===== src/rtl/lsu_req_master.sv =====
// lsu_req_master: load/store request initiator between EX and data memory.
// Takes one word-aligned load or store from EX and drives it across a
// valid/ready request channel. Loads then wait for the response channel and
// the returned word is handed to write-back. While an access is in flight
// the front of the pipeline is stalled.
//
// Optional feature macro: LSU_TIMEOUT_EN
//   defined   - WAIT aborts with op_err after TIMEOUT cycles without response
//   undefined - WAIT holds until mem_rsp_valid arrives
module lsu_req_master #(
  parameter int ADDRESS_WIDTH = 32,
  parameter int DATA          = 32,
  parameter int TIMEOUT       = 16
) (
  input  logic                     clk,
  input  logic                     rst,
  input  logic                     ex_valid,
  input  logic                     ex_is_load,
  input  logic                     ex_is_store,
  input  logic [ADDRESS_WIDTH-1:0] ex_addr,
  input  logic [DATA-1:0]          ex_wdata,
  input  logic [4:0]               ex_rd,
  output logic                     stall,
  output logic                     mem_req_valid,
  input  logic                     mem_req_ready,
  output logic                     mem_req_we,
  output logic [ADDRESS_WIDTH-1:0] mem_req_addr,
  output logic [DATA-1:0]          mem_req_wdata,
  input  logic                     mem_rsp_valid,
  input  logic [DATA-1:0]          mem_rsp_rdata,
  output logic                     wb_valid,
  output logic [4:0]               wb_rd,
  output logic [DATA-1:0]          wb_data,
  output logic                     op_done,
  output logic                     op_err
);

  typedef enum logic [1:0] {
    S_IDLE = 2'd0,
    S_REQ  = 2'd1,
    S_WAIT = 2'd2,
    S_DONE = 2'd3
  } state_t;

  state_t                   state_q;
  logic [ADDRESS_WIDTH-1:0] addr_q;
  logic [DATA-1:0]          wdata_q;
  logic [DATA-1:0]          rdata_q;
  logic [4:0]               rd_q;
  logic                     we_q;
  logic                     req_valid_q;
  logic                     wb_valid_q;
  logic                     op_done_q;
  logic                     op_err_q;
  logic                     mem_op_s;

`ifdef LSU_TIMEOUT_EN
  // Last WAIT count before the access is abandoned.
  localparam logic [7:0] TO_LAST = 8'(TIMEOUT - 1);
  logic [7:0]               cnt_q;
`endif

  assign mem_op_s = ex_valid & (ex_is_load | ex_is_store);

  // Stall must react in the accept cycle itself, so it is decoded from the
  // live EX inputs while idle; in DONE the pipeline is released.
  assign stall = ((state_q == S_IDLE) & mem_op_s)
               | (state_q == S_REQ)
               | (state_q == S_WAIT);

  assign mem_req_valid = req_valid_q;
  assign mem_req_we    = we_q;
  assign mem_req_addr  = addr_q;
  assign mem_req_wdata = wdata_q;
  assign wb_valid      = wb_valid_q;
  assign wb_rd         = rd_q;
  assign wb_data       = rdata_q;
  assign op_done       = op_done_q;
  assign op_err        = op_err_q;

  // Access FSM; retire pulses are registered alongside the DONE transition.
  always_ff @(posedge clk or negedge rst) begin
    if (!rst) begin
      state_q     <= S_IDLE;
      addr_q      <= '0;
      wdata_q     <= '0;
      rdata_q     <= '0;
      rd_q        <= 5'd0;
      we_q        <= 1'b0;
      req_valid_q <= 1'b0;
      wb_valid_q  <= 1'b0;
      op_done_q   <= 1'b0;
      op_err_q    <= 1'b0;
`ifdef LSU_TIMEOUT_EN
      cnt_q       <= 8'd0;
`endif
    end else begin
      wb_valid_q <= 1'b0;
      op_done_q  <= 1'b0;
      op_err_q   <= 1'b0;
      case (state_q)
        S_IDLE: begin
          if (mem_op_s) begin
            addr_q  <= ex_addr;
            wdata_q <= ex_wdata;
            rd_q    <= ex_rd;
            we_q    <= ex_is_store;
            if (ex_addr[1:0] != 2'b00) begin
              // Misaligned: retire with error, never touch memory.
              state_q   <= S_DONE;
              op_done_q <= 1'b1;
              op_err_q  <= 1'b1;
            end else begin
              state_q     <= S_REQ;
              req_valid_q <= 1'b1;
            end
          end
        end
        S_REQ: begin
          if (mem_req_ready) begin
            req_valid_q <= 1'b0;
            if (we_q) begin
              // Stores are posted: no response is awaited.
              state_q   <= S_DONE;
              op_done_q <= 1'b1;
            end else begin
              state_q <= S_WAIT;
`ifdef LSU_TIMEOUT_EN
              cnt_q   <= 8'd0;
`endif
            end
          end
        end
        S_WAIT: begin
          if (mem_rsp_valid) begin
            rdata_q    <= mem_rsp_rdata;
            state_q    <= S_DONE;
            op_done_q  <= 1'b1;
            wb_valid_q <= 1'b1;
          end
`ifdef LSU_TIMEOUT_EN
          else if (cnt_q == TO_LAST) begin
            state_q   <= S_DONE;
            op_done_q <= 1'b1;
            op_err_q  <= 1'b1;
          end else begin
            cnt_q <= cnt_q + 8'd1;
          end
`endif
        end
        S_DONE: begin
          // EX still presents the retired instruction here; ignore it.
          state_q <= S_IDLE;
        end
        default: begin
          state_q     <= S_IDLE;
          req_valid_q <= 1'b0;
        end
      endcase
    end
  end

endmodule


===== config.mk =====
export PLATFORM = sky130hd
export DESIGN_NAME = lsu_req_master
export DESIGN_NICKNAME = d
export VERILOG_FILES = /design/src/rtl/lsu_req_master.sv
export SDC_FILE = /design/constraint.sdc
export NUM_CORES = 1
export LEC_CHECK = 0
export BUFFER_PORTS_ARGS = -buffer_cell sky130_fd_sc_hd__buf_2
export CAP_MARGIN = 20
export CORE_UTILIZATION = 31
export CTS_BUF_LIST = sky130_fd_sc_hd__clkbuf_4 sky130_fd_sc_hd__clkbuf_8 sky130_fd_sc_hd__clkbuf_16
export CTS_CLUSTER_SIZE = 20
export DETAILED_ROUTE_END_ITERATION = 10
export PLACE_DENSITY_LB_ADDON = 0.2
export SLEW_MARGIN = 20
export SYNTH_ARGS = -nofsm -noshare
export SYNTH_HDL_FRONTEND = slang
export SYNTH_SLANG_ARGS = --single-unit
export TNS_END_PERCENT = 5

===== constraint.sdc =====
create_clock -name clk -period 1.69 [get_ports clk]
set_clock_uncertainty 0.2 [all_clocks]
set_input_delay 0.4225 -clock clk [delete_from_list [all_inputs] [get_ports clk]]
set_output_delay 0.4225 -clock clk [all_outputs]
set_load 0.01 [all_outputs]

==> out/qor.csv, run 1 <==
metric;value;unit
outcome;complete, but fails checks;
failing checks;setup timing;
Die X;118.1;um
GRT Residual Overflow;0;
DRC;0;
MaxCap Viol Count;0;
RR Startpoint;state_q[1];
crit-path cells;inv_2, ha_4, o211ai_4, nand2_1, buf_2;
Placer Congestion;0.7322;
unrepaired setup endpoints after global routing;yes;
full die area;0.01395;sq mm
Synth Area per Inst;16.52;sq um
WL met3;737;um
P per Cell Area;1881;mW/mm^2
CTS tree;done;
Post-DP HPWL;7070;um
Rows;42;
starting density of the core;31.68;%
Reg-to-Reg End;state_q[1];
Clock Path Buffers;2;
Hold EP;mem_req_wdata[26];
Setup CP Type;register to output port;
Reg2Reg Setup Slack;-0.13;ns
peak supply drop;0.6020;mV
number of buffers created by CTS;9;
ys flop type;dfrtp_1;
pins over their slew limit;0;
Post-Syn Nets;366;
crit start category;register;
ratio of cells with drive above 1 in the final layout;72.56;%
CTS sink count;108;
number of diodes;0;
final-report hold violation count;0;
cell count after synthesis;253;
first-pass GRT wire length;15490;um
asr flop ratio synth;100.0;%
hold depth;2;
all-layer global routing usage;14.56;%
crit path time final;1.931;ns
CP Data Required Time;1.07;ns
H-Tree Depth;3;
wire per inst;14.39;um
IO buf count;214;
Final WS setup;-0.2408;ns
CTS root buffer;clkbuf_16;
fin nets;601;
arrival time at the worst endpoint;1.31;ns
routed via count;2948;
area of placed instances;0.005578;sq mm
Leak;3.015;nW
antenna violations before repair;0;
vias in the first global route;3030;
DR vias/cell;4.413;
Fill cells;1239;
Max Freq;517.9;MHz
final wirelength;9615;um
CORE AREA;0.01319;sq mm
clock-pin slew on the worst setup and hold paths;0.07;ns
largest net degree at the start of global routing;55;
worst rel slew slack;77.97;%
Pre-Repair DR Iteration Count;6;
Area growth, synth to finish;43.53;%
final setup TNS;-6.175;ns
CP peak stage delay;0.43;ns
clock latency at the later pin of the worst-skew pair;0.34;ns
Slew @ Worst Pin;0.3282;ns
Worst R2R Path Depth;6;
mapped cell area;0.004179;sq mm
Yosys reg bits;108;
Setup crit end kind;output port;
yosys warns;0;
met2 wire length;4473;um
Worst Hold Class;input pin to register;
initial drt markers;100;
period utilization;114.2;%
Max Used Layer;met4;
post-synth cell types;22;
Seq/Total Area, Yosys;64.67;%
HP Start;ex_wdata[26];
Ports;215;
ANT nets after route;0;
hold_ws;0.09118;ns
final setup vio count;74;
Post-Route M1 WL;4088;um
DIE HEIGHT;118.1;um
Crit Path Max Fanout;3;
number of flops mapped to enable cells by yosys;0;
slowest cell on the critical path;dfrtp_1;
design area;0.005998;sq mm
[report_power, final]
group | total [W] | internal [W] | leakage, nW | switching [W]
Combinational | 0.00466 | 0.00254 | 1.58 | 0.00212
Sequential | 0.00449 | 0.00389 | 1.29 | 0.000598
Clock | 0.00213 | 0.00122 | 0.150 | 0.000910
[cell usage in the layout (no fill, tap or decap), types with 3 or more instances in the layout]
cell | Yosys | layout
buf_4 | 1 | 12
nand2_1 | 4 | 3
buf_12 | 0 | 5
buf_2 | 3 | 213
mux2_2 | 97 | 96
ha_4 | 0 | 3
dfrtp_1 | 108 | 107
clkbuf_16 | 0 | 9
nor2_1 | 4 | 3
mux2_1 | 6 | 6
[repair_timing]
action | in CTS | in global routing
endpoints found under the setup margin | 90 | 107
gates cloned | 1 | 0
resized for setup | 6 | 9
hold buffers | 1 | 0
buffers inserted | 2 | 1
pin swaps | 2 | 3
hold endpoints to repair | 15 | 0
[per-layer routing]
layer,global-route usage [%],vias up
met1,17.83,1426
met3,4.118,20
met5,0,-
met2,22.68,143
met4,8.974,0
li1,-,1359
[cells by family (layout without fill, tap and decap cells)]
| family | after synthesis | count (layout) | synth area share (%) |
|---|---|---|---|
| multiplexers | 103 | 103 | 27.75 |
| AO/OA/AOI/OAI | 9 | 9 | 1.886 |
| adder cells (fa/ha/maj) | 5 | 5 | 1.497 |
| buffers and inverters | 14 | 253 | 2.515 |
| flip-flops | 108 | 108 | 64.67 |
| AND/OR/NAND/NOR | 14 | 14 | 1.676 |
[registers in the layout, summed over array words and instances (netlist names)]
signal and flops:
mem_req_addr 32, mem_req_wdata 32, wb_data 32, wb_rd 5, state_q 2, mem_req_valid 1, mem_req_we 1, op_done 1
op_err 1, wb_valid 1
[worst max path at each step]
stage | startpoint | to | slack, ns | depth (start not counted)
global placement | ex_is_store | mem_req_addr[29] | -0.12 | 4
finish | state_q[1] | stall | -0.24 | 5
global route | state_q[1] | stall | -0.31 | 5
CTS | state_q[1] | stall | -0.28 | 5
detailed placement | ex_is_store | mem_req_wdata[2] | -0.16 | 4
floorplan | state_q[0] | wb_data[10] | -0.005 | 5
[area by class of cell]
cell class	count	area, sq um	area share [%]
Multi-Input combinational cell	131	1439	23.99
Clock buffer	12	254.0	4.234
Clock inverter	3	47.55	0.7927
Timing Repair Buffer	234	1316	21.94
Sequential cell	108	2704	45.08
Inverter	4	17.52	0.2920
Tap cell	176	220.2	3.671
[synthesized netlist by cell type (2+ instances only)]
| library cell | instances | area share [%] |
|---|---|---|
| dfrtp_1 | 108 | 65 |
| mux2_1 | 6 | 1.6 |
| nor2b_1 | 2 | 0.30 |
| a211oi_1 | 2 | 0.36 |
| ha_1 | 5 | 1.5 |
| buf_6 | 6 | 1.6 |
| inv_1 | 4 | 0.36 |
| mux2_2 | 97 | 26 |
| buf_2 | 3 | 0.36 |
| nand3_1 | 2 | 0.24 |
| nor2_1 | 4 | 0.36 |
| nand2_1 | 4 | 0.36 |
[critical path, delay by kind of cell (launching register included)]
family	cells	cell delay, ns
and+or+nand+nor	1	0.06
AOI/OAI and AO/OA	1	0.07
buffers and inverters	2	0.26
adders and majority gates	1	0.16
DFF	1	0.43
[per-stage QoR]
stage	util [%]	power [W]	cells	setup WS, ns
5_1_grt	45.48	0.01205	668	-0.3138
4_1_cts	45.14	0.01137	667	-0.2800
3_3_place_gp	42.29	0.008914	648	-0.1220
3_5_place_dp	42.29	0.009053	648	-0.1580
2_1_floorplan	-	0.007053	253	-0.004839
6_report	45.48	0.01128	668	-0.2408
No activity file was read; power rests on OpenSTA's default activity.
==> run 2: changes to the inputs <==
- clock period: 1.69 -> 2.4 ns (I/O delays scaled with it)
==> out/qor.csv, run 2 (synthesis gave the netlist of run 1 again) <==
metric;value;unit;change
full die area;0.01395;sq mm;unchanged
CTS tree;done;;
P per Cell Area;1326;mW/mm^2;-30%
CTS root buffer;clkbuf_16;;
final-report hold violation count;0;;unchanged
period utilization;94.64;%;
H-Tree Depth;3;;unchanged
crit path time final;2.271;ns;
GRT Residual Overflow;0;;unchanged
IO buf count;214;;unchanged
number of buffers created by CTS;9;;unchanged
Setup CP Type;register to output port;;
Setup crit end kind;output port;;
starting density of the core;31.68;%;unchanged
Max Freq;440.3;MHz;
clock-pin slew on the worst setup and hold paths;0.07;ns;about the same
commonest non-fill, non-tap cells in the layout;buf_2, dfrtp_1, mux2_2, clkbuf_16, mux2_1;;
Post-DP HPWL;6919;um;-2.1%
crit start category;register;;
pins over their slew limit;0;;unchanged
MaxCap Viol Count;0;;unchanged
vias in the first global route;2939;;-3.0%
number of diodes;0;;unchanged
Area growth, synth to finish;39.04;%;
largest net degree at the start of global routing;47;;-15%
PnR Total Power;0.007705;W;-32%
final setup TNS;0;ns;+6.175 ns
Clock Path Buffers;2;;unchanged
CTS sink count;108;;unchanged
Slew @ Worst Pin;0.3777;ns;+0.04945 ns
final setup vio count;0;;-100%
peak supply drop;0.4624;mV;-23%
clock latency at the later pin of the worst-skew pair;0.33;ns;about the same
wire per inst;14.14;um;-1.8%
unrepaired setup endpoints after global routing;no;;
CP Data Required Time;1.60;ns;+0.53 ns
antenna violations before repair;1;;+1
first-pass GRT wire length;14920;um;-3.7%
worst rel slew slack;74.17;%;-3.8 points
ratio of cells with drive above 1 in the final layout;70.00;%;-2.6 points
Placer Congestion;0.7121;;-2.7%
Leak;2.928;nW;-2.9%
Pre-Repair DR Iteration Count;5;;-1
outcome;completed;;
Worst Hold Class;input pin to register;;
DRC;0;;unchanged
initial drt markers;101;;+1.0%
all-layer global routing usage;13.75;%;-0.81 points
commonest non-fill, non-tap cell in the layout;buf_2;;
Crit Path Max Fanout;6;;+3
Ports;215;;unchanged
Die X;118.1;um;unchanged
DR vias/cell;4.364;;-1.1%
routed via count;2863;;-2.9%
Rows;42;;unchanged
arrival time at the worst endpoint;1.47;ns;+0.16 ns
CORE AREA;0.01319;sq mm;unchanged
ANT nets after route;0;;unchanged
fin nets;588;;-2.2%
DIE HEIGHT;118.1;um;unchanged
final wirelength;9273;um;-3.6%
==> run 2: through the flow <==
stage	hold slack [ns]	cell area [sq um]	setup slack (ns)	cells	utilization (%)
6_report	0.2726	5811	0.1287	656	44.05
2_1_floorplan	0.1044	4179	0.4157	253	-
3_5_place_dp	0.2841	5478	0.2715	639	41.53
4_1_cts	0.2529	5798	0.001243	656	43.96
3_3_place_gp	0.2727	5478	0.3028	639	41.53
5_1_grt	0.2654	5811	0.01450	656	44.05
==> run 2: timing repair <==
action | 4_1_cts | 5_1_grt
endpoints found under the hold margin | 21 | 0
setup endpoints to repair | 0 | 1
hold buffers | 1 | 0
gates resized for setup | 0 | 2
buffers inserted | 0 | 0
==> run 2: layout make-up <==
cell class / count / area, sq um
Inverter: 4 / 15.01
Sequential cell: 108 / 2703
Timing Repair Buffer: 221 / 1179
Tap cell: 176 / 220.2
Clock buffer: 11 / 252.7
Clock inverter: 5 / 57.56
Fill cell: 1230 / 7380
Multi-Input combinational cell: 131 / 1384
==> run 2: per-layer routing <==
layer | part of all wire (%) | global-route usage [%] | vias to the layer above
met2 | 47 | 21.95 | 137
li1 | - | - | 1338
met5 | 0.14 | 0 | -
met1 | 43 | 17.65 | 1375
met3 | 7.6 | 3.585 | 11
met4 | 1.4 | 5.769 | 2
==> run 2: where the power goes <==
| group | internal (W) | total [W] | switching [W] |
|---|---|---|---|
| clock network | 0.000870 | 0.00152 | 0.000645 |
| logic | 0.00162 | 0.00302 | 0.00141 |
| registers | 0.00274 | 0.00316 | 0.000424 |
==> run 2: critical path, stage by stage, from the launching register on <==
cell and delay [ns]:
dfrtp_1 0.41, inv_1 0.13, ha_1 0.26, nor2_1 0.10
nand2_1 0.07, buf_2 0.16
==> run 2: path summary, 6_finish.rpt <==
check | endpoint | cells after the start | from | slack [ns]
hold reg to reg | mem_req_wdata[26] | 1 | mem_req_wdata[26] | 0.29
max in group asynchronous | wb_data[0] | 3 | rst | 0.93
min in group asynchronous | mem_req_wdata[1] | 2 | rst | 0.52
setup / recovery | stall | 5 | state_q[1] | 0.13
setup reg to reg | state_q[1] | 5 | state_q[1] | 0.38
hold / removal | mem_req_wdata[26] | 2 | ex_wdata[26] | 0.27
==> run 3: changes to the inputs <==
- BUFFER_PORTS_ARGS: -buffer_cell sky130_fd_sc_hd__buf_2 -> -buffer_cell sky130_fd_sc_hd__buf_4
==> out/qor.csv, run 3 (synthesis gave the netlist of run 1 again) <==
metric;value;unit;change
outcome;completed;;
unrepaired setup endpoints after global routing;no;;
RR Startpoint;state_q[1];;
met2 Use GR;22.43;%;+0.48 points
beginning of the critical path;state_q[1];;
P per Cell Area;1316;mW/mm^2;-0.78%
DRC;0;;unchanged
Setup Buffers After CTS;0;;unchanged
Area growth, synth to finish;51.08;%;
final wirelength;9663;um;+4.2%
placed instance count;638;;-0.16%
Die X;118.1;um;unchanged
CP Data Required Time;1.60;ns;about the same
Finished Layout Cells;651;;-0.76%
MaxCap Viol Count;0;;unchanged
ratio of cells with drive above 1 in the final layout;69.89;%;-0.11 points
GR Util met3;5.814;%;+2.2 points
CTS sink count;108;;unchanged
DIE HEIGHT;118.1;um;unchanged
final-report hold violation count;0;;unchanged
full die area;0.01395;sq mm;unchanged
GRT busiest layer;met2;;
arrival time at the worst endpoint;1.46;ns;about the same
Leak;3.085;nW;+5.3%
number of buffers created by CTS;9;;unchanged
CTS root buffer;clkbuf_16;;
Final WS setup;0.1448;ns;+0.01604 ns
Pre-Repair DR Iteration Count;4;;-1
commonest non-fill, non-tap cells in the layout;buf_4, dfrtp_1, mux2_2, clkbuf_16, mux2_1;;
Setup crit end kind;output port;;
Placer Congestion;0.8042;;+13%
worst rel slew slack;61.03;%;-13 points
starting density of the core;31.68;%;unchanged
Setup CP Type;register to output port;;
routed via count;2863;;unchanged
Crit Path Max Fanout;6;;unchanged
number of diodes;0;;unchanged
CTS tree;done;;
GRT Residual Overflow;0;;unchanged
DR vias/cell;4.398;;+0.77%
GR Layer Usage met1;18.06;%;+0.41 points
commonest non-fill, non-tap cell in the layout;buf_4;;
Rows;42;;unchanged
final setup TNS;0;ns;unchanged
area of placed instances;0.006003;sq mm;+9.6%
Post-DP HPWL;7006;um;+1.3%
ANT nets after route;0;;unchanged
largest net degree at the start of global routing;109;;+130%
Max Freq;443.4;MHz;+0.71%
period utilization;93.97;%;-0.67 points
vias in the first global route;2978;;+1.3%
fin nets;586;;-0.34%
crit start category;register;;
Worst Hold Class;input pin to async pin;;
wire per inst;14.84;um;+5.0%
Clock Path Buffers;2;;unchanged
first-pass GRT wire length;15590;um;+4.5%
Ports;215;;unchanged
all-layer global routing usage;14.40;%;+0.64 points
antenna violations before repair;0;;-1
crit path time final;2.255;ns;-0.01604 ns
peak supply drop;0.5045;mV;+9.1%
pins over their slew limit;0;;unchanged
design area;0.006314;sq mm;+8.7%
initial drt markers;113;;+12%
clock latency at the later pin of the worst-skew pair;0.34;ns;about the same
H-Tree Depth;3;;unchanged
dpl ws;0.3317;ns;+0.06021 ns
Slew @ Worst Pin;0.5845;ns;+0.2068 ns
IO buf count;214;;unchanged
final setup vio count;0;;unchanged
Fill cells;1195;;-2.8%
CORE AREA;0.01319;sq mm;unchanged
final core occ;47.87;%;+3.8 points
clock-pin slew on the worst setup and hold paths;0.06;ns;about the same
-- run 3: cell types whose count changed in the layout (fill, tap and decap cells not counted), sizes merged --
cell	before	now
buf	220	219
bufinv	1	2
clkbuf	11	10
clkinv	2	1
dlygate4sd3	1	0
inv	6	4
-- run 3: path summary, 6_finish.rpt --
check | end | slack, ns | cells past startpoint
worst max-delay path | stall | 0.14 | 5
worst min-delay path | mem_req_addr[29] | 0.14 | 2
worst max register to register | state_q[1] | 0.42 | 5
worst min register to register | mem_req_wdata[25] | 0.30 | 1
max in group asynchronous | op_err | 1.41 | 2
min in group clk | mem_req_wdata[24] | 0.27 | 2
-- run 3: critical path, stage by stage (launching register included) --
cell and delay, ns:
dfrtp_1 0.41, inv_1 0.12, ha_1 0.26, nor2_1 0.11
nand2_1 0.06, buf_4 0.16
-- run 3: cell type report --
class	count	area (sq um)	share of cell area (%)
Sequential cell	108	2703	42.81
Clock buffer	10	232.7	3.686
Tap cell	176	220.2	3.488
Clock inverter	3	65.06	1.031
Multi-Input combinational cell	131	1384	21.92
Timing Repair Buffer	219	1694	26.83
Inverter	4	15.01	0.2378
-- run 3: metrics by stage --
stage,total power [W],hold slack (ns)
2_1_floorplan,0.004924,0.1044
3_3_place_gp,0.006751,0.2773
3_5_place_dp,0.006851,0.2891
4_1_cts,0.008429,0.1688
5_1_grt,0.008833,0.1885
6_report,0.008306,0.1377
-- run 3: layer usage --
layer	vias to the layer above	part of all wire [%]
met1	1389	42
met5	-	0
met3	10	9.0
met2	134	47
li1	1330	-
met4	0	1.3
-- run 3: power breakdown --
group	switching (W)	internal (W)
Sequential	0.000450	0.00274
Combinational	0.00143	0.00215
Clock	0.000629	0.000908
-- run 3: what timing repair did --
action	CTS	global route
endpoints found under the setup margin	0	1
resized for setup	0	2
hold buffers	0	0
